**src/rtl/fib_mem_reader.sv**
```systemverilog
// fib_mem_reader: reads F(0)..F(n-1) back from the Fibonacci result memory,
// streams each word over valid/ready and checks it against an internally
// generated reference sequence, flagging the first mismatching index.
`timescale 1ns/1ps

module fib_mem_reader #(
    parameter int DATA_W = 32,
    parameter int ADDR_W = 6
) (
    input  logic              clk,
    input  logic              rst,        // asynchronous, active-low
    input  logic              start,
    input  logic [ADDR_W-1:0] n,
    output logic [ADDR_W-1:0] mem_addr,
    output logic              mem_rd,
    input  logic [DATA_W-1:0] mem_rdata,
    output logic              out_valid,
    input  logic              out_ready,
    output logic [DATA_W-1:0] out_data,
    output logic [ADDR_W-1:0] out_index,
    output logic              busy,
    output logic              done,
    output logic              error,
    output logic [ADDR_W-1:0] err_index
);

    typedef enum logic [2:0] {
        IDLE,
        RD,
        WT,
        OUT,
        DONE
    } state_t;

    state_t              state;
    state_t              state_nx;
    logic [ADDR_W-1:0]   idx;
    logic [ADDR_W-1:0]   n_lat;
    logic [DATA_W-1:0]   ref_a;
    logic [DATA_W-1:0]   ref_b;
    logic [ADDR_W:0]     idx_inc;
    logic                last_term;
    logic                handshake;

    // One extra bit so idx+1 can reach n_lat even when n_lat is the maximum count.
    assign idx_inc   = {1'b0, idx} + (ADDR_W + 1)'(1);
    assign last_term = (idx_inc == {1'b0, n_lat});
    assign handshake = (state == OUT) && out_ready;

    // Outputs are pure decodes of the registered state.
    assign mem_rd    = (state == RD);
    assign out_valid = (state == OUT);
    assign busy      = (state != IDLE);
    assign done      = (state == DONE);

    // State register.
    // NOTE: sequential state uses non-blocking assignments so every register
    // samples pre-edge values, independent of statement order.
    always_ff @(posedge clk or negedge rst) begin
        if (!rst) begin
            state <= IDLE;
        end else begin
            state <= state_nx;
        end
    end

    // Next-state logic.
    // NOTE: the default assignment before the case keeps this purely
    // combinational; a path that forgets state_nx would otherwise infer a latch.
    always_comb begin
        state_nx = state;
        case (state)
            IDLE: begin
                if (start) begin
                    state_nx = (n == '0) ? DONE : RD;
                end
            end
            RD:   state_nx = WT;
            WT:   state_nx = OUT;
            OUT: begin
                if (out_ready) begin
                    state_nx = last_term ? DONE : RD;
                end
            end
            DONE: state_nx = IDLE;
            default: state_nx = IDLE;
        endcase
    end

    // Datapath: run setup, read addressing, capture/compare and reference stepping.
    always_ff @(posedge clk or negedge rst) begin
        if (!rst) begin
            n_lat     <= '0;
            idx       <= '0;
            mem_addr  <= '0;
            out_data  <= '0;
            out_index <= '0;
            error     <= 1'b0;
            err_index <= '0;
            ref_a     <= '0;
            ref_b     <= '0;
        end else begin
            case (state)
                IDLE: begin
                    if (start) begin
                        n_lat     <= n;
                        idx       <= '0;
                        error     <= 1'b0;
                        err_index <= '0;
                        ref_a     <= '0;
                        ref_b     <= DATA_W'(1);
                        // mem_addr only moves when a read is about to be issued.
                        if (n != '0) begin
                            mem_addr <= '0;
                        end
                    end
                end
                WT: begin
                    out_data  <= mem_rdata;
                    out_index <= idx;
                    // Only the first mismatch is recorded; error is sticky for the run.
                    if ((mem_rdata != ref_a) && !error) begin
                        error     <= 1'b1;
                        err_index <= idx;
                    end
                end
                OUT: begin
                    if (handshake) begin
                        // Reference advances on its own, independent of memory data.
                        ref_a <= ref_b;
                        ref_b <= ref_a + ref_b;
                        if (!last_term) begin
                            idx      <= idx_inc[ADDR_W-1:0];
                            mem_addr <= idx_inc[ADDR_W-1:0];
                        end
                    end
                end
                default: ;
            endcase
        end
    end

endmodule

```
**config.mk**
```make
export PLATFORM = sky130hd
export DESIGN_NAME = fib_mem_reader
export DESIGN_NICKNAME = d
export VERILOG_FILES = /design/src/rtl/fib_mem_reader.sv
export SDC_FILE = /design/constraint.sdc
export NUM_CORES = 1
export LEC_CHECK = 0
export BUFFER_PORTS_ARGS = -buffer_cell sky130_fd_sc_hd__buf_2
export CAP_MARGIN = 20
export CORE_MARGIN = 2
export CORE_UTILIZATION = 49
export CTS_BUF_LIST = sky130_fd_sc_hd__clkbuf_8
export CTS_CLUSTER_DIAMETER = 80
export DETAILED_ROUTE_END_ITERATION = 12
export PLACE_DENSITY = 0.73
export RECOVER_POWER = 100
export SLEW_MARGIN = 20
export SYNTH_ARGS = -nofsm -noshare
export SYNTH_HDL_FRONTEND = slang
export SYNTH_SLANG_ARGS = --single-unit
```
**constraint.sdc**
```tcl
create_clock -name clk -period 2.53 [get_ports clk]
set_input_delay 0.759 -clock clk [delete_from_list [all_inputs] [get_ports clk]]
set_output_delay 0.759 -clock clk [all_outputs]
set_load 0.01 [all_outputs]
```
Yosys cells after proc, flatten, opt, wreduce, memory -nomap -nowiden
Cells that the tools add are included.
{"block": "totals", "output_inout_bits": 55, "latchBits": 0, "elab_cells": 62, "mem_count": 0, "romBits": 0, "register_bits": 130, "ram_bits": 0}
{"block": "classes", "div_mod_pow": 0, "n_reduce_logical": 15, "n_mux": 23, "bitwise_logic": 0, "n_lt_le_gt_ge": 0, "n_shift": 0, "eq_ne": 12, "add_sub_neg": 2, "mul": 0}
{"op": "32-bit two-way mux", "count": 4}
{"op": "32-bit one-hot mux with 2 select lines", "count": 2}
{"op": "6-bit two-way mux", "count": 6}
{"op": "6-bit one-hot mux with 2 select lines", "count": 3}
{"op": "32-bit adder", "count": 1}
{"op": "32-bit != test", "count": 1}
{"op": "3-bit two-way mux", "count": 4}
{"op": "3-bit one-hot mux with 4 select lines", "count": 1}
{"op": "2-bit != test, second input constant", "count": 4}
{"op": "6-bit by 1-bit adder with 7-bit output, second input constant", "count": 1}
{"op": "7-bit by 6-bit == test with 1-bit output", "count": 1}
{"op": "3-bit by 2-bit == test with 1-bit output, second input constant", "count": 2}
{"op": "6-bit logical NOT", "count": 1}
{"op": "3-bit AND reduction", "count": 2}
{"op": "6-bit nonzero test", "count": 1}
{"op": "5-bit AND reduction", "count": 1}
{"op": "2-bit by 1-bit != test with 1-bit output, second input constant", "count": 2}
{"op": "2-bit AND reduction", "count": 2}
{"op": "4-bit AND reduction", "count": 1}
{"op": "2-bit nonzero test", "count": 2}
{"op": "3-bit by 1-bit == test with 1-bit output, second input constant", "count": 1}
{"op": "3-bit == test, second input constant", "count": 1}
{"op": "3-bit logical NOT", "count": 1}
{"op": "3-bit nonzero test", "count": 1}
{"op": "4 further kinds", "count": 6}

Longest topological paths before layout
{"block": "depth", "word_depth": 5, "ltp_mapped": 12}

Worst setup path after synthesis
Ideal clock, no wire load.
{"block": "synth_path", "kind": "flip-flop to flip-flop", "startpoint": "register ref_a[11]", "endpoint": "register ref_b[28]", "setup_time_ns": 0.069, "stages_incl_launch_ff": 11, "n_path_buf": 0, "t_arrival_ns": 2.374, "path_slack_ns": 0.087, "required_time_ns": 2.461, "cell_sequence": "dfrtp_1 -> ha_1 -> a21o_1 -> a21o_1 -> a211oi_2 -> o21ai_2 -> a21oi_4 -> o21ai_2 -> and2_4 -> or4_1 -> nand3_1"}
{"block": "synth_between", "elab_chain_len": 3}
{"item": "start, declared", "line": "39", "rtl": "logic [DATA_W-1:0] ref_a;"}
{"item": "start signal, assigned", "line": "130", "rtl": "ref_a <= ref_b;"}
{"item": "32-bit adder", "line": "131", "rtl": "ref_b <= ref_a + ref_b;"}
{"item": "32-bit two-way mux", "line": "128", "rtl": "if (handshake) begin"}
{"item": "32-bit one-hot mux with 2 select lines", "line": "103", "rtl": "case (state)"}
{"item": "end signal, assigned", "line": "131"}
{"item": "end, declared", "line": "40", "rtl": "logic [DATA_W-1:0] ref_b;"}
No other way between the ends. The select of a mux whose other input is x is not followed.
A chain may end at the register's enable or synchronous reset.

Worst setup path after layout
{"block": "layout_path", "startpoint": "register ref_a[0]", "endpoint": "register ref_b[28]"}
The elaborated chain is that of the path after synthesis.

==> reports/metrics.yaml <==
yosys:
  ys_warn_count: 0
  synth.yosys.seq_area_share_pct: 46.88
  yosys.cell_types.count: 64
  synth_edf_count: 0
  ys_ff_latch: 130
  synthCells: 651
  syn_area_um2: 6939
  synth_top_area_share_pct: 46.88
  synth_area_per_cell_um2: 10.66
  syn-num-nets: 726
  asyncSetResetFlopFracSynth_pct: 100.0
  synth_top_cell_by_area: "dfrtp_1"
  ys_top_cells_by_area: "dfrtp_1 47%, mux2_2 6.3%, xor2_1 6.2%, ha_1 5.8%, a22o_1 3.9%"
  ys.flop_type: "dfrtp_1"
critical_path:
  rrSetupSlack_ns: -0.009
  critPathMaxFanout: 3
  ff2ff_path_depth: 13
  timing.rr.end: "ref_b[28]"
  cp-end-kind: "flop"
  worst-setup-path-type: "reg2reg"
  arrival_ns: 2.91
  worstSetupStartpointType: "flop"
  cp_data_required_time_ns: 2.90
  r2r-start: "ref_a[0]"
finish:
  syn_to_final_growth_pct: 22.81
  final_nets: 867
  fill_cells: 1126
  drive_gt1_share_pct: 27.31
  num_antenna_cells: 0
  ff_latch_area_um2: 3253
  fin_area_um2: 8522
  finish.utilization_pct: 61.39
  fin_cells: 982
  multiInputGateArea_um2: 3756
clocking:
  clk_pin_slew_ns: 0.07
  cts_buffers: 17
  clk-insertion-delay-late_ns: 0.45
  cts_tree: "built"
  cts.sinks: 130
  htree_num_levels: 4
  cts_buffer_depth: 2
  cts-root-buf: "clkbuf_8"
placement:
  place_area_um2: 7919
  dp_cells: 943
  hpwl_mm: 12.24
  gp_congestion: 0.9802
  port_buffers: 96
power:
  p_per_area_nw_per_um2: 912.6
  irDropWorstVdd_mv: 0.4581
  total_power_mw: 7.777
  p_leak_nw: 3.991
floorplan:
  rows: 43
  floorplan.initialDensity_pct: 49.99
  die_x_um: 123
  design.die.area_um2: 15130
  core_area_um2: 13880
  io_pins: 97
  die_h_um: 123
routing:
  drtAntennaViolNets: 0
  first_iter_violations: 330
  vias_per_cell: 5.723
  drc: 0
  num_vias: 5620
  wl_mm: 17.62
  drtPass1Iterations: 5
  routedWlPerCell_um: 17.94
timing:
  fmax_ghz: 0.3939
  rsz0062_at_grt: "yes"
  setup_viol: 1
  hold_viol_final: 0
  period_share_pct: 100.4
  tightest_slew_ns: 1.095
  min_period_ns: 2.539
  finalHoldWorstSlack_ns: 0.4793
  slew_violations: 0
  finClkSkew_ns: 0.01434
  slew_headroom_pct: 27.02
  setup_slack_ns: -0.008919
min_path:
  whs_endpoint: "mem_addr[5]"
  hp-class: "reg2reg"
  min_delay_path_depth: 1
  hold_start: "mem_addr[5]"
outcome:
  status: "finished, violations left"
  violations: "setup timing"
global_route:
  antenna_found_initial: 0
  grt_pass1_vias: 5634
  grt_pass1_wl_mm: 27.44
  grt_max_degree: 61
  overflow: 0
  grt_usage_pct: 23.54
run:
  drv_cap: 0
-- critical path, cell delays in order, from the launching register on --
cell	delay, ns
dfrtp_1	0.41
ha_2	0.21
inv_2	0.07
fa_2	0.21
nand2b_4	0.14
a21oi_4	0.06
nor3_2	0.21
o21ai_2	0.13
buf_6	0.14
a21oi_4	0.17
o21ai_2	0.08
and2_4	0.16
or4_1	0.39
nand3_1	0.09
-- what timing repair did --
item | CTS | global route
resized for setup | 10 | 34
hold buffers | 0 | 0
setup buffers | 2 | 8
hold endpoints to repair | 0 | 0
endpoints found under the setup margin | 6 | 15
pin swaps | 5 | 19
-- sequential cells by signal, summed over array words and instances, names as in the netlist --
signal	count
error	1
out_data	32
state	3
ref_a	32
err_index	6
ref_b	32
out_index	6
idx	6
n_lat	6
mem_addr	6
-- cell usage after synthesis, types with 18 or more instances --
master / number
dfrtp_1: 130
nand2_1: 70
xor2_1: 49
o21ai_0: 43
mux2_2: 39
ha_1: 32
a22o_1: 31
a21oi_1: 25
clkbuf_1: 24
a21o_1: 22
inv_1: 18
nand3_1: 18
xnor2_1: 18
-- layer usage --
| layer | global-route usage [%] | part of all wire (%) | vias to the layer above |
|---|---|---|---|
| met2 | 38.19 | 49 | 171 |
| met4 | 9.872 | 2.5 | 0 |
| met5 | 0 | 0 | - |
| met1 | 30.30 | 44 | 2786 |
| li1 | - | - | 2634 |
| met3 | 5.535 | 5.3 | 29 |
-- worst max path at each step --
stage | endpoint | depth (start not counted) | startpoint | slack, ns
after detailed placement | ref_b[30] | 12 | ref_b[0] | -0.01
after global placement | ref_b[28] | 10 | ref_a[11] | 0.007
after global routing | ref_b[28] | 13 | ref_a[0] | -0.10
after CTS | ref_b[31] | 10 | ref_a[13] | 0.007
final | ref_b[28] | 13 | ref_a[0] | -0.009
after floorplan | ref_b[28] | 10 | ref_a[11] | 0.09
-- stage by stage --
stage               setup WS (ns)   TNS [ns]
global route              -0.1050    -0.6660
finish                  -0.008919  -0.008919
CTS                      0.006857          0
detailed placement       -0.01275   -0.02725
global placement         0.007445          0
floorplan                 0.08683          0
-- report_power, final --
| group | internal, mW | switching [mW] | total [mW] |
|---|---|---|---|
| registers | 2.61 | 0.387 | 3.00 |
| logic | 1.33 | 1.67 | 3.01 |
| clock network | 1.01 | 0.765 | 1.77 |
-- logic make-up after synthesis --
kind of cell,share of synthesized area [%]
AOI/OAI and AO/OA,18.34
xor gates and xnor gates,8.457
adders and majority gates,6.058
buffers and inverters,2.831
DFF,46.88
muxes,6.473
and+or+nand+nor,10.96
-- final cells by class --
cell class	count	share of cell area (%)
multi-input cells	474	44.08
clock buffers	23	3.715
well taps	180	2.643
repair buffers	151	9.676
inverters	18	0.7928
flip-flops and latches	130	38.17
clock inverters	6	0.9250
-- cells in the final DEF (no fill, tap or decap), types with 3 or more instances in the layout --
cell and n:
o211ai_1 3, a31oi_1 5, nand2_1 70, nor3b_1 6, a21oi_4 3, nor4_1 10
o221ai_2 3, nor2_1 16, mux2_2 39, nand2b_1 5, clkbuf_8 23, a22o_1 31
buf_4 47, clkbuf_1 54, xor2_1 49, xnor2_1 17, o21ai_1 7, a211o_1 3
dfrtp_1 130, nor3_2 3, buf_2 42, o21ai_2 4, o22ai_1 3, o21ai_0 39
inv_1 18, clkbuf_2 5, a21o_1 22, nand4_1 5, buf_6 3, o31ai_1 3
a21oi_1 22, ha_4 12, clkinv_2 3, ha_1 18, nor3_1 10, nand3_1 17
Note: power is estimated with default switching activity, not from simulation.
